File: config.mk
export PLATFORM = sky130hd
export DESIGN_NAME = imem_loader
export DESIGN_NICKNAME = d
export VERILOG_FILES = /design/src/rtl/loader_pkg.sv /design/src/rtl/word_assembler.sv /design/src/rtl/imem_loader.sv
export SDC_FILE = /design/constraint.sdc
export NUM_CORES = 1
export LEC_CHECK = 0
export BUFFER_PORTS_ARGS = -buffer_cell sky130_fd_sc_hd__clkbuf_2
export CAP_MARGIN = 20
export CELL_PAD_IN_SITES_DETAIL_PLACEMENT = 0
export CELL_PAD_IN_SITES_GLOBAL_PLACEMENT = 2
export CORE_AREA = 2 2 113 143
export CTS_CLUSTER_SIZE = 12
export DETAILED_ROUTE_END_ITERATION = 16
export DIE_AREA = 0 0 115 145
export PLACE_DENSITY = 0.76
export SYNTH_ARGS = -nofsm -noshare
export SYNTH_HDL_FRONTEND = slang
export SYNTH_SLANG_ARGS = --single-unit
File: constraint.sdc
create_clock -name clk_i -period 2.9 [get_ports clk_i]
set_clock_uncertainty 0.1 [all_clocks]
set_input_delay 0.29 -clock clk_i [delete_from_list [all_inputs] [get_ports clk_i]]
set_output_delay 0.29 -clock clk_i [all_outputs]
set_load 0.01 [all_outputs]
File: src/rtl/loader_pkg.sv
// Shared types and defaults for the instruction-memory boot loader.
package loader_pkg;

  // Loader sequencing: two header bytes, then alternating byte collection
  // and single-cycle memory writes, ending in one of two terminal states.
  typedef enum logic [2:0] {
    HDR_LO,
    HDR_HI,
    LOAD,
    WRITE,
    DONE,
    ERR
  } load_state_e;

  // Width of the word-count header at the front of the stream.
  localparam int HDR_W = 16;

  // Default parameter values for imem_loader.
  localparam int          DEF_DEPTH_WORDS = 256;
  localparam logic [31:0] DEF_BASE_ADDR   = 32'h0000_0000;
  localparam int          DEF_TIMEOUT_CYC = 1024;

  // Byte address of word number idx, counted from base.
  function automatic logic [31:0] word_addr(input logic [31:0]      base,
                                            input logic [HDR_W-1:0] idx);
    return base + {{(30-HDR_W){1'b0}}, idx, 2'b00};
  endfunction

endpackage

File: src/rtl/word_assembler.sv
// Collects four little-endian bytes into a 32-bit word. The fourth byte is
// combined on the fly so the complete word is visible in the same cycle that
// the fourth byte is presented.
module word_assembler (
  input  logic        clk_i,
  input  logic        rst_ni,
  input  logic        byte_en_i,
  input  logic [7:0]  byte_i,
  output logic        word_valid_o,
  output logic [31:0] word_o
);

  logic [1:0]  idx_reg;
  logic [23:0] shift_reg;   // the three earlier bytes of the word in progress

  // Byte index and shift register advance on every accepted byte; the index
  // wraps to 0 after the fourth byte, ready for the next word.
  always_ff @(posedge clk_i or negedge rst_ni) begin
    if (!rst_ni) begin
      idx_reg   <= 2'd0;
      shift_reg <= 24'd0;
    end else if (byte_en_i) begin
      idx_reg   <= idx_reg + 2'd1;
      shift_reg <= {byte_i, shift_reg[23:8]};
    end
  end

  // First byte ends up in bits 7:0, fourth byte in bits 31:24.
  always_comb begin
    word_valid_o = byte_en_i && (idx_reg == 2'd3);
    word_o       = {byte_i, shift_reg};
  end

endmodule

File: src/rtl/imem_loader.sv
// Boot loader: receives a byte stream (16-bit word count then the words,
// little-endian), writes each word into instruction memory, and releases
// the core from reset once every word has landed.
module imem_loader
  import loader_pkg::*;
#(
  parameter int          DEPTH_WORDS = DEF_DEPTH_WORDS,
  parameter logic [31:0] BASE_ADDR   = DEF_BASE_ADDR,
  parameter int          TIMEOUT_CYC = DEF_TIMEOUT_CYC
) (
  input  logic        clk_i,
  input  logic        rst_ni,
  input  logic        byte_valid_i,
  input  logic [7:0]  byte_data_i,
  output logic        byte_ready_o,
  output logic        imem_we_o,
  output logic [31:0] imem_addr_o,
  output logic [31:0] imem_wdata_o,
  output logic        core_rst_no,
  output logic        done_o,
  output logic        err_o
);

  localparam int          IDLE_W    = $clog2(TIMEOUT_CYC + 1);
  localparam logic [IDLE_W-1:0] IDLE_LAST = IDLE_W'(TIMEOUT_CYC - 1);
  localparam logic [HDR_W:0]    DEPTH_L   = (HDR_W+1)'(DEPTH_WORDS);

  load_state_e       state_reg,    state_next;
  logic [7:0]        count_lo_reg, count_lo_next;
  logic [HDR_W-1:0]  count_reg,    count_next;
  logic [HDR_W-1:0]  word_idx_reg, word_idx_next;
  logic [IDLE_W-1:0] idle_reg,     idle_next;
  logic [31:0]       addr_reg,     addr_next;
  logic [31:0]       wdata_reg,    wdata_next;

  logic              accept;
  logic              asm_en;
  logic              asm_valid;
  logic [31:0]       asm_word;
  logic [HDR_W-1:0]  hdr_count;

  // Only the header and data-collection states take bytes; during the write
  // cycle the source is stalled so the word index can advance.
  always_comb begin
    byte_ready_o = (state_reg == HDR_LO) || (state_reg == HDR_HI) ||
                   (state_reg == LOAD);
    accept       = byte_valid_i && byte_ready_o;
    asm_en       = accept && (state_reg == LOAD);
    hdr_count    = {byte_data_i, count_lo_reg};
  end

  word_assembler u_word_assembler (
    .clk_i        (clk_i),
    .rst_ni       (rst_ni),
    .byte_en_i    (asm_en),
    .byte_i       (byte_data_i),
    .word_valid_o (asm_valid),
    .word_o       (asm_word)
  );

  // State and datapath registers.
  always_ff @(posedge clk_i or negedge rst_ni) begin
    if (!rst_ni) begin
      state_reg    <= HDR_LO;
      count_lo_reg <= 8'd0;
      count_reg    <= '0;
      word_idx_reg <= '0;
      idle_reg     <= '0;
      addr_reg     <= 32'd0;
      wdata_reg    <= 32'd0;
    end else begin
      state_reg    <= state_next;
      count_lo_reg <= count_lo_next;
      count_reg    <= count_next;
      word_idx_reg <= word_idx_next;
      idle_reg     <= idle_next;
      addr_reg     <= addr_next;
      wdata_reg    <= wdata_next;
    end
  end

  // Next-state logic: header parsing, word collection, write sequencing and
  // the inter-byte timeout once a load is under way.
  always_comb begin
    state_next    = state_reg;
    count_lo_next = count_lo_reg;
    count_next    = count_reg;
    word_idx_next = word_idx_reg;
    idle_next     = idle_reg;
    addr_next     = addr_reg;
    wdata_next    = wdata_reg;

    case (state_reg)
      HDR_LO: begin
        // Waiting for a host to start talking: no timeout here.
        idle_next = '0;
        if (accept) begin
          count_lo_next = byte_data_i;
          state_next    = HDR_HI;
        end
      end

      HDR_HI: begin
        if (accept) begin
          idle_next  = '0;
          count_next = hdr_count;
          if ((hdr_count != '0) && ({1'b0, hdr_count} <= DEPTH_L)) begin
            state_next = LOAD;
          end else begin
            state_next = ERR;
          end
        end else if (idle_reg == IDLE_LAST) begin
          state_next = ERR;
        end else begin
          idle_next = idle_reg + 1'b1;
        end
      end

      LOAD: begin
        if (accept) begin
          idle_next = '0;
          if (asm_valid) begin
            addr_next  = word_addr(BASE_ADDR, word_idx_reg);
            wdata_next = asm_word;
            state_next = WRITE;
          end
        end else if (idle_reg == IDLE_LAST) begin
          state_next = ERR;
        end else begin
          idle_next = idle_reg + 1'b1;
        end
      end

      WRITE: begin
        idle_next     = '0;
        word_idx_next = word_idx_reg + 1'b1;
        if (word_idx_reg == count_reg - 1'b1) begin
          state_next = DONE;
        end else begin
          state_next = LOAD;
        end
      end

      DONE: begin
        state_next = DONE;
      end

      default: begin
        state_next = ERR;
      end
    endcase
  end

  // Status outputs decode directly from the registered state.
  always_comb begin
    imem_we_o    = (state_reg == WRITE);
    imem_addr_o  = addr_reg;
    imem_wdata_o = wdata_reg;
    done_o       = (state_reg == DONE);
    err_o        = (state_reg == ERR);
    core_rst_no  = (state_reg == DONE);
  end

endmodule

==> results of run 1 <==
==> path summary, 6_finish.rpt <==
path / endpoint / slack (ns) / cells past startpoint
min in group asynchronous: imem_addr_o[2] / 0.41 / 2
min reg2reg: u_word_assembler.idx_reg[0] / 0.37 / 1
min: count_reg[8] / 0.08 / 2
max: state_reg[1] / 0.28 / 8
max reg2reg: state_reg[1] / 0.28 / 8
max in group asynchronous: u_word_assembler.shift_reg[22] / 1.53 / 3
==> through the flow <==
step / total power [mW] / instances / hold slack [ns] / util [%]
after global routing: 5.78 / 735 / 0.0679 / 45.6
after floorplan: 3.01 / 483 / -0.106 / -
after CTS: 5.53 / 735 / 0.0645 / 45.6
after global placement: 3.25 / 702 / 0.326 / 41.4
final: 5.47 / 735 / 0.0772 / 45.6
after detailed placement: 3.26 / 702 / 0.345 / 41.4
==> repair_timing <==
| item | CTS | global route |
|---|---|---|
| endpoints found under the setup margin | 0 | 0 |
| endpoints found under the hold margin | 57 | 0 |
| hold buffers | 1 | 0 |
==> cell families after synthesis <==
family,count (synthesis),synth area share (%)
AOI/OAI and AO/OA,34,4.14
xor gates and xnor gates,44,6.57
adders and majority gates,4,0.853
buffers and inverters,49,4.63
DFF,128,54.6
muxes,96,18.4
other,1,0.0639
and+or+nand+nor,112,10.8
==> synth_stat cells (all sizes together), types with 2 or more instances <==
cell / count
a211oi: 3
a21oi: 7
a41oi: 3
and3: 4
and4: 5
and4b: 2
buf: 22
clkbuf: 16
dfrtp: 128
ha: 4
inv: 11
mux2: 94
mux2i: 2
nand2: 18
nand2b: 3
nand3: 13
nand4: 8
nor2: 22
nor3: 9
nor4: 14
o21ai: 9
o31a: 2
or3: 5
xnor2: 25
xor2: 19
==> power by group through the flow <==
stage / clock network, mW / registers [mW] / logic [mW]
detailed placement: 0 / 2.20 / 1.06
finish: 2.24 / 2.17 / 1.06
CTS: 2.29 / 2.17 / 1.07
global placement: 0 / 2.20 / 1.05
global route: 2.38 / 2.20 / 1.20
floorplan: 0 / 2.10 / 0.915
==> cells in the final DEF, fill, tap and decap left out, types with 13 or more instances in the layout <==
cell / n
clkbuf_16: 17
clkbuf_2: 62
conb_1: 16
dfrtp_1: 128
mux2_2: 94
nand2_1: 17
nand3_1: 13
nor2_1: 21
xnor2_1: 25
xor2_1: 19
==> per-layer routing <==
| metal | vias to the layer above | GRT usage, % | share of wire [%] |
|---|---|---|---|
| li1 | 1770 | - | - |
| met1 | 1908 | 19.4 | 44 |
| met2 | 75 | 24.9 | 51 |
| met3 | 17 | 5.30 | 4.1 |
| met4 | 0 | 5.48 | 1.5 |
| met5 | - | 0 | 0 |
==> layout make-up <==
class,count,area share (%)
Clock inverter,11,2.18
Clock buffer,21,6.88
Multi-Input combinational cell,306,35.2
Sequential cell,128,45.8
Tap cell,185,3.31
Timing Repair Buffer,73,6.02
Inverter,11,0.591
==> worst max-delay path, delay by kind of cell (launching register included) <==
kind | cells | cell delay (ns)
compound gates | 2 | 0.47
xor+xnor | 1 | 0.11
fa+ha+maj | 1 | 0.20
buf+inv | 1 | 0.10
flops | 1 | 0.43
simple gates | 3 | 1.09
==> key figures, run 1 <==
Timing
  • RSZ-0062 raised after global routing: no
  • Fin crit share: around 90%
  • Setup TNS: 0 ns
  • Shortest period the worst path allows: 2.62 ns
  • Max Slew Vio Count: 0
  • Final worst setup slack: about 0.28 ns
  • Worst slew pin tran: roughly 0.8 ns
  • Slew HR: ~47%
  • Fmax achieved: 382 MHz
  • Final Hold Vio Count: 0
  • Setup violators final: 0

Routing
  • Routed len/inst: 16.1 µm
  • DRC: 0
  • Routed Antenna Nets: 0
  • TritonRoute pass-1 iters: 5
  • Via density: between 5 and 6
  • Iter 0 DRT Violations: around 150
  • Routed WL: approximately 12000 µm
  • Vias: between 3000 and 4000

GRT
  • Number of global-route vias before repair: approximately 4000
  • Total grt overflow: 0
  • Initial antenna violation count: 0
  • First-pass GRT wire length: ~20000 µm
  • Largest net degree at the start of global routing: 61
  • GRT Util Overall: about 16%

Clock network
  • CTS tree: done
  • CTS Buf Count: 17
  • Clock sink count: approximately 130
  • H-tree depth: 4
  • Post-CTS sizing: 0
  • CTS root buf: clkbuf_16
  • Clk slew on worst S/H paths: around 0.06 ns
  • Clk_lat worst skew: approximately 0.4 ns
  • Max clock buf depth: 2
  • Postcts setup bufs: 0

Critical path
  • CP max-delay cell: or4b_4
  • WS Path Type: reg2reg
  • CP dominant cell by count: nor4_2
  • CP Cell Sequence: inv_1 > ha_1 > or4b_4 > nor4_2 > xnor2_1 > nor4_2 > a41oi_1 > o31a_1
  • Startpoint types: register
  • FF-to-FF Start: count_reg[0]
  • CP max FO: 6
  • Worst Path Arrival: between 2 and 3 ns
  • CP max stage delay: about 0.53 ns
  • CP Launch Point: count_reg[0]
  • CP endpoint kind: register
  • Worst EP required: around 3.1 ns

Pwr
  • Power Density: 782 nW/µm²
  • Pleak: about 3.5 nW
  • Combinational share of power: 19.4%
  • Internal: 3.89 mW
  • NetSw: about 1.6 mW
  • Sequential share of power: about two fifths
  • Max VDD drop: between 0.0004 and 0.0005 V
  • Sw Share: 28.8%
  • Clock group share of total power: between 40% and 50%

Finish
  • Max reg flops: 32
  • Ratio of cells with drive above 1 in the final layout: 38.0%
  • Final #Nets: 552
  • # fillers: about 1400
  • Ant. Diodes: 0
  • Reg area: 3200 µm²
  • Area of the multi-input gates: 2460 µm²
  • Post-route cell area: 6990 µm²
  • Area growth syn-to-layout: 19.1%

Yosys
  • Ys Warns: 0
  • Seq cells post-synth: 128
  • Synth cell types: between 50 and 60
  • Post-synth top area cell: dfrtp_1
  • Post-synth EDFFs: 0
  • Post-synth top area share: about 55%
  • Sequential area share after synthesis: a little over half
  • Synth Flop Type: dfrtp_1
  • Post-synthesis async set-or-reset flop share: 100%
  • Ranking of synthesized cells by area: dfrtp_1 (55%), mux2_2 (18%), xnor2_1 (3.7%), xor2_1 (2.8%), buf_4 (2.3%)
  • Mapped cell area: approximately 5900 µm²
  • Syn Inst Count: about 470
  • Synth Area per Inst: 12.5 µm²

Min path
  • Worst hold path type: in2reg
  • Hold wc startpoint: byte_data_i[0]

Placement
  • Worst slack, placed: around 0.29 ns
  • Routability cong.: 0.788
  • Dpl hpwl: roughly 8300 µm
  • Post-DP Area: around 6300 µm²
  • Port bufs: 63

Floorplan
  • Core area: between 15000 and 20000 µm²
  • IO Pins: 80
  • Die W: roughly 120 µm
  • Die Height: 145 µm
  • Row cnt: 51
  • Die area: between 15000 and 20000 µm²
  • Initial Utilization: 38.3%

Outcome
  • Status: complete, no violations

Flow run
  • Max cap viols: 0
(Power assumes the default switching activity.)
==> run 2: changes to the inputs <==
==> constraint.sdc (replaced) <==
create_clock -name clk_i -period 2.9 [get_ports clk_i]
set_clock_uncertainty 0.1 [all_clocks]
set_input_delay 0.58 -clock clk_i [delete_from_list [all_inputs] [get_ports clk_i]]
set_output_delay 0.58 -clock clk_i [all_outputs]
set_load 0.01 [all_outputs]
==> run 2 against run 1 <==
  * Die area stayed put
  * Register-to-register slack about the same
  * Sequential share of layout area rose by 0.90 points
  * Worst setup slack worse by 0.0070 ns
  * Sequential power is essentially flat
  * Power shrank 6.3%
  * Largest cell class unchanged
==> key figures, run 2 (synthesized netlist as in run 1, its figures left out) <==
Finish
  • Final #Nets: 550
  • Max reg flops: 32
  • Area of the multi-input gates: roughly 2500 µm²
  • Ant. Diodes: 0
  • Ratio of cells with drive above 1 in the final layout: roughly 37%
  • # fillers: approximately 1500
  • Most common library cell in the layout ignoring fill and taps: dfrtp_1
  • Area growth syn-to-layout: 16.8%
  • Reg area: 3200 µm²
  • Highest-count cells in the layout ignoring fill and taps: dfrtp_1 (128), mux2_2 (94), clkbuf_2 (62), xnor2_1 (25), nor2_1 (21)

Pwr
  • Clock group share of total power: a little under two fifths
  • Sequential share of power: a little over two fifths
  • Final Power: ~5 mW
  • Internal: between 3 and 4 mW
  • Max VDD drop: between 0.0003 and 0.0004 V
  • Pleak: about 3.5 nW
  • NetSw: 1.51 mW
  • Sw Share: about 30%
  • Combinational share of power: between 20 and 25%
  • Power Density: ~750 nW/µm²

Clock network
  • Postcts setup bufs: 0
  • CTS Buf Count: 17
  • Clk slew on worst S/H paths: about 0.06 ns
  • CTS tree: done
  • Max clock buf depth: 2
  • H-tree depth: 4
  • CTS root buf: clkbuf_16
  • Post-CTS sizing: 0
  • Clock sink count: between 100 and 150
  • Hold-fix buffers, CTS: 0
  • Clk_lat worst skew: between 0.4 and 0.5 ns

Floorplan
  • Die Height: ~150 µm
  • Core area: 15300 µm²
  • Initial Utilization: between 30% and 40%
  • Die area: ~17000 µm²
  • Die W: 115 µm
  • Row cnt: slightly above 50
  • IO Pins: 80

Routing
  • Iter 0 DRT Violations: approximately 140
  • Routed Antenna Nets: 0
  • TritonRoute pass-1 iters: 4
  • Routed len/inst: ~16 µm
  • DRC: 0
  • Via density: approximately 5.1
  • Routed WL: 11700 µm
  • Vias: approximately 3700

Timing
  • Setup violators final: 0
  • Min Hold Slack: 0.0185 ns
  • Max Slew Vio Count: 0
  • Final worst setup slack: between 0.2 and 0.3 ns
  • Shortest period the worst path allows: between 2 and 3 ns
  • Final Hold Vio Count: 0
  • Slew HR: 63.0%
  • Setup TNS: 0 ns
  • RSZ-0062 raised after global routing: no
  • Fin crit share: about 91%
  • Worst slew pin tran: roughly 0.55 ns
  • Fmax achieved: ~380 MHz

Flow run
  • Max cap viols: 0

Critical path
  • CP max FO: 6
  • Startpoint types: register
  • WS Path Type: reg2reg
  • CP max-delay cell: or4b_4
  • CP max stage delay: 0.52 ns
  • CP Cell Sequence: inv_1 > ha_1 > or4b_4 > nor4_2 > nand2_1 > a211oi_2 > a41oi_1 > o31a_1
  • Delay-heaviest family, CP: simple AND/OR/NAND/NOR gates
  • Worst EP required: 3.10 ns
  • Worst Path Arrival: between 2 and 3 ns
  • CP bufs+invs: 1
  • CP endpoint kind: register

GRT
  • Number of global-route vias before repair: approximately 3800
  • Largest net degree at the start of global routing: between 60 and 70
  • First-pass GRT wire length: a little under 20000 µm
  • GRT Util Overall: between 10% and 20%
  • Total grt overflow: 0
  • Initial antenna violation count: 0

Placement
  • Routability cong.: just under 0.8
  • Dpl hpwl: about 8000 µm
  • Port bufs: between 60 and 70
  • Worst slack, placed: about 0.26 ns

Outcome
  • Status: complete, no violations

Min path
  • Worst hold path type: in2async
[run 2: final timing paths]
check | startpoint | to | slack (ns) | cells after the start
worst max-delay path | count_reg[0] | state_reg[1] | 0.27 | 8
max in group asynchronous | rst_ni | imem_addr_o[2] | 1.94 | 2
worst min-delay path | rst_ni | imem_addr_o[5] | 0.02 | 1
worst max register to register | count_reg[0] | state_reg[1] | 0.27 | 8
worst min register to register | u_word_assembler.idx_reg[0] | u_word_assembler.idx_reg[0] | 0.37 | 1
min in group clk_i | u_word_assembler.idx_reg[0] | u_word_assembler.idx_reg[0] | 0.37 | 1
[run 2: stage by stage]
stage	utilization, %	cells	cell area [µm²]
detailed placement	41.4	701	6340
global route	44.7	729	6850
floorplan	-	483	5920
CTS	44.7	729	6850
finish	44.7	729	6850
global placement	41.4	701	6340
[run 2: cell type report]
type,count,share of cell area (%)
multi-input combinational,306,35.9
sequential,128,46.7
clock inverter,7,0.968
timing repair buffer,71,5.88
inverter,11,0.603
tap,185,3.38
clock buffer,21,6.57
[run 2: power by group through the flow]
stage | logic (mW) | registers (mW) | clock network [mW]
6_report | 1.05 | 2.17 | 1.90
5_1_grt | 1.19 | 2.20 | 2.04
2_1_floorplan | 0.915 | 2.10 | 0
4_1_cts | 1.07 | 2.17 | 1.96
3_5_place_dp | 1.06 | 2.20 | 0
3_3_place_gp | 1.05 | 2.20 | 0
[run 2: layer usage]
layer | global-route usage (%) | vias to the layer above | share of wire (%) | wire [µm]
met5 | 0 | - | 0 | 0
met3 | 4.18 | 22 | 4.3 | 499
met1 | 19.6 | 1879 | 45 | 5290
li1 | - | 1758 | - | -
met4 | 6.63 | 0 | 2.0 | 229
met2 | 23.9 | 76 | 49 | 5700
[run 2: worst reg2reg max path, stage by stage, from the launching register on]
cell	delay (ns)
dfrtp_1	0.43
inv_1	0.10
ha_1	0.20
or4b_4	0.52
nor4_2	0.32
nand2_1	0.11
a211oi_2	0.28
a41oi_1	0.19
o31a_1	0.27
==> run 3: changes to the inputs <==
--- a/config.mk
+++ b/config.mk
@@ -9,11 +9,11 @@
 export CAP_MARGIN = 20
 export CELL_PAD_IN_SITES_DETAIL_PLACEMENT = 0
 export CELL_PAD_IN_SITES_GLOBAL_PLACEMENT = 2
-export CORE_AREA = 2 2 113 143
+export CORE_AREA = 2 2 129 162
 export CTS_CLUSTER_SIZE = 12
 export DETAILED_ROUTE_END_ITERATION = 16
-export DIE_AREA = 0 0 115 145
-export PLACE_DENSITY = 0.76
+export DIE_AREA = 0 0 131 164
+export PLACE_DENSITY = 0.61
 export SYNTH_ARGS = -nofsm -noshare
 export SYNTH_HDL_FRONTEND = slang
 export SYNTH_SLANG_ARGS = --single-unit
==> run 3 against run 2 <==
  * Sequential power is essentially flat
  * Critical endpoint unchanged
  * Non-clock buffer count grew 1
  * Die area grew 29%
  * Maximum frequency grew 1.5%
  * Clock power grew 20%
  * Global-route usage shrank 2.3 points
  * Via count grew 0.24%
  * Final cell count grew 12%
  * First-iteration DRC count shrank 29%
  * Flip-flop and latch count is the same
  * Critical path depth is the same
==> key figures, run 3 (synthesized netlist as in run 1, its figures left out) <==
Pwr
  • Pleak: ~3.5 nW
  • Internal: 3.93 mW
  • Power Density: a little under 800 nW/µm²
  • Clock group share of total power: between 40 and 50%
  • NetSw: approximately 1.6 mW
  • Sequential share of power: about two fifths
  • Combinational share of power: a little under 20%
  • Final Power: around 5.5 mW
  • Max VDD drop: roughly 0.00037 V
  • Sw Share: 28.8%

Floorplan
  • Core area: around 20000 µm²
  • IO Pins: 80
  • Initial Utilization: between 20% and 30%
  • Die Height: 164 µm
  • Row cnt: a little under 60
  • Die W: about 130 µm
  • Die area: 21500 µm²

Clock network
  • CTS Buf Count: 17
  • Clk_lat worst skew: between 0.4 and 0.5 ns
  • CTS root buf: clkbuf_16
  • Post-CTS sizing: 0
  • Clk slew on worst S/H paths: 0.06 ns
  • H-tree depth: 4
  • CTS tree: done
  • Max clock buf depth: 2
  • Clock sink count: approximately 130
  • Hold-fix buffers, CTS: 0
  • Postcts setup bufs: 0

Finish
  • Final #Nets: between 500 and 600
  • Post-route insts no fill: around 820
  • Highest-count cells in the layout ignoring fill and taps: dfrtp_1 (128), mux2_2 (94), clkbuf_2 (62), xnor2_1 (25), nor2_1 (21)
  • Ratio of cells with drive above 1 in the final layout: a little under two fifths
  • Reg area: roughly 3200 µm²
  • # fillers: between 1500 and 2000
  • Area growth syn-to-layout: 20.8%
  • Ant. Diodes: 0
  • Max reg flops: 32
  • Most common library cell in the layout ignoring fill and taps: dfrtp_1
  • Area of the multi-input gates: roughly 2500 µm²

Timing
  • Slew HR: ~60%
  • Worst slew pin tran: 0.622 ns
  • RSZ-0062 raised after global routing: no
  • Shortest period the worst path allows: around 2.6 ns
  • Fmax achieved: a little under 400 MHz
  • Max Slew Vio Count: 0
  • Setup violators final: 0
  • Fin crit share: about nine tenths
  • Setup TNS: 0 ns
  • Final Hold Vio Count: 0

Routing
  • Routed Antenna Nets: 0
  • Vias: 3744
  • DRC: 0
  • Iter 0 DRT Violations: between 100 and 150
  • Routed len/inst: between 15 and 20 µm
  • TritonRoute pass-1 iters: 6
  • Routed WL: 12600 µm
  • Via density: between 4 and 5

GRT
  • Initial antenna violation count: 0
  • Number of global-route vias before repair: around 4000
  • First-pass GRT wire length: approximately 21000 µm
  • GRT Util Overall: about an eighth
  • Largest net degree at the start of global routing: just over 60
  • Total grt overflow: 0

Critical path
  • CP Launch Point: count_reg[0]
  • CP max-delay cell: or4b_4
  • Critical Path End: state_reg[1]
  • FF-to-FF Start: count_reg[0]
  • R2R setup slack: 0.31 ns
  • CP Cell Sequence: inv_1 > ha_1 > or4b_4 > nor4_2 > xnor2_1 > nor4_2 > a41oi_1 > o31a_1
  • RR Endpoint: state_reg[1]
  • Startpoint types: register
  • CP endpoint kind: register
  • Worst reg-to-reg path cell count: 8
  • Worst EP required: slightly above 3 ns
  • CP max stage delay: 0.52 ns
  • Worst Path Arrival: 2.78 ns
  • CP max FO: 6
  • CP dominant cell by count: nor4_2
  • WS Path Type: reg2reg

Min path
  • Worst hold path type: in2async

Flow run
  • Max cap viols: 0

Placement
  • Cell count after placement: just under 800
  • Port bufs: 63
  • Dpl hpwl: between 8000 and 9000 µm
  • Routability cong.: ~0.77

Outcome
  • Status: complete, no violations
## run 3: area by class of cell
class | count | share of cell area (%)
clock buffers | 19 | 6.39
clock inverters | 13 | 2.58
inverters | 11 | 0.583
multi-input cells | 306 | 34.7
flip-flops and latches | 128 | 45.2
well taps | 270 | 4.77
repair buffers | 72 | 5.79
## run 3: power by group through the flow
stage / Combinational (mW) / Sequential, mW / Clock [mW]
after floorplan: 0.915 / 2.10 / 0
after global placement: 1.08 / 2.20 / 0
after detailed placement: 1.10 / 2.20 / 0
after CTS: 1.10 / 2.17 / 2.35
after global routing: 1.20 / 2.20 / 2.42
final: 1.08 / 2.17 / 2.28
## run 3: routing by layer
metal / vias to the layer above / track usage, % / wire [µm]
li1: 1767 / - / -
met1: 1891 / 16.1 / 5470
met2: 70 / 21.4 / 6410
met3: 16 / 3.58 / 501
met4: 0 / 4.59 / 197
met5: - / 0 / 0
## run 3: worst max-delay path: cells and delay by family, from the launching register on
family / cells / cell delay [ns]
flip-flops: 1 / 0.43
AO/OA/AOI/OAI: 2 / 0.46
adder cells (fa/ha/maj): 1 / 0.20
XOR/XNOR: 1 / 0.11
AND/OR/NAND/NOR: 3 / 1.07
buffers and inverters: 1 / 0.10
## run 3: how the worst min path moves through the flow
stage | startpoint | to | cells after the start
2_1_floorplan | rst_ni | count_lo_reg[0] | 0
6_report | rst_ni | u_word_assembler.shift_reg[2] | 1
5_1_grt | rst_ni | u_word_assembler.shift_reg[2] | 1
4_1_cts | rst_ni | u_word_assembler.shift_reg[2] | 1
3_5_place_dp | u_word_assembler.idx_reg[0] | u_word_assembler.idx_reg[0] | 1
3_3_place_gp | u_word_assembler.idx_reg[0] | u_word_assembler.idx_reg[0] | 1
## run 3: metrics by stage
stage / cell area (µm²) / util (%) / worst slack [ns] / hold WS [ns]
finish: 7090 / 35.5 / 0.311 / 0.0748
global route: 7090 / 35.5 / 0.123 / 0.108
CTS: 7090 / 35.5 / 0.282 / 0.0925
detailed placement: 6450 / 32.3 / 0.296 / 0.367
global placement: 6450 / 32.3 / 0.337 / 0.364
floorplan: 5920 / - / 0.543 / 0.184
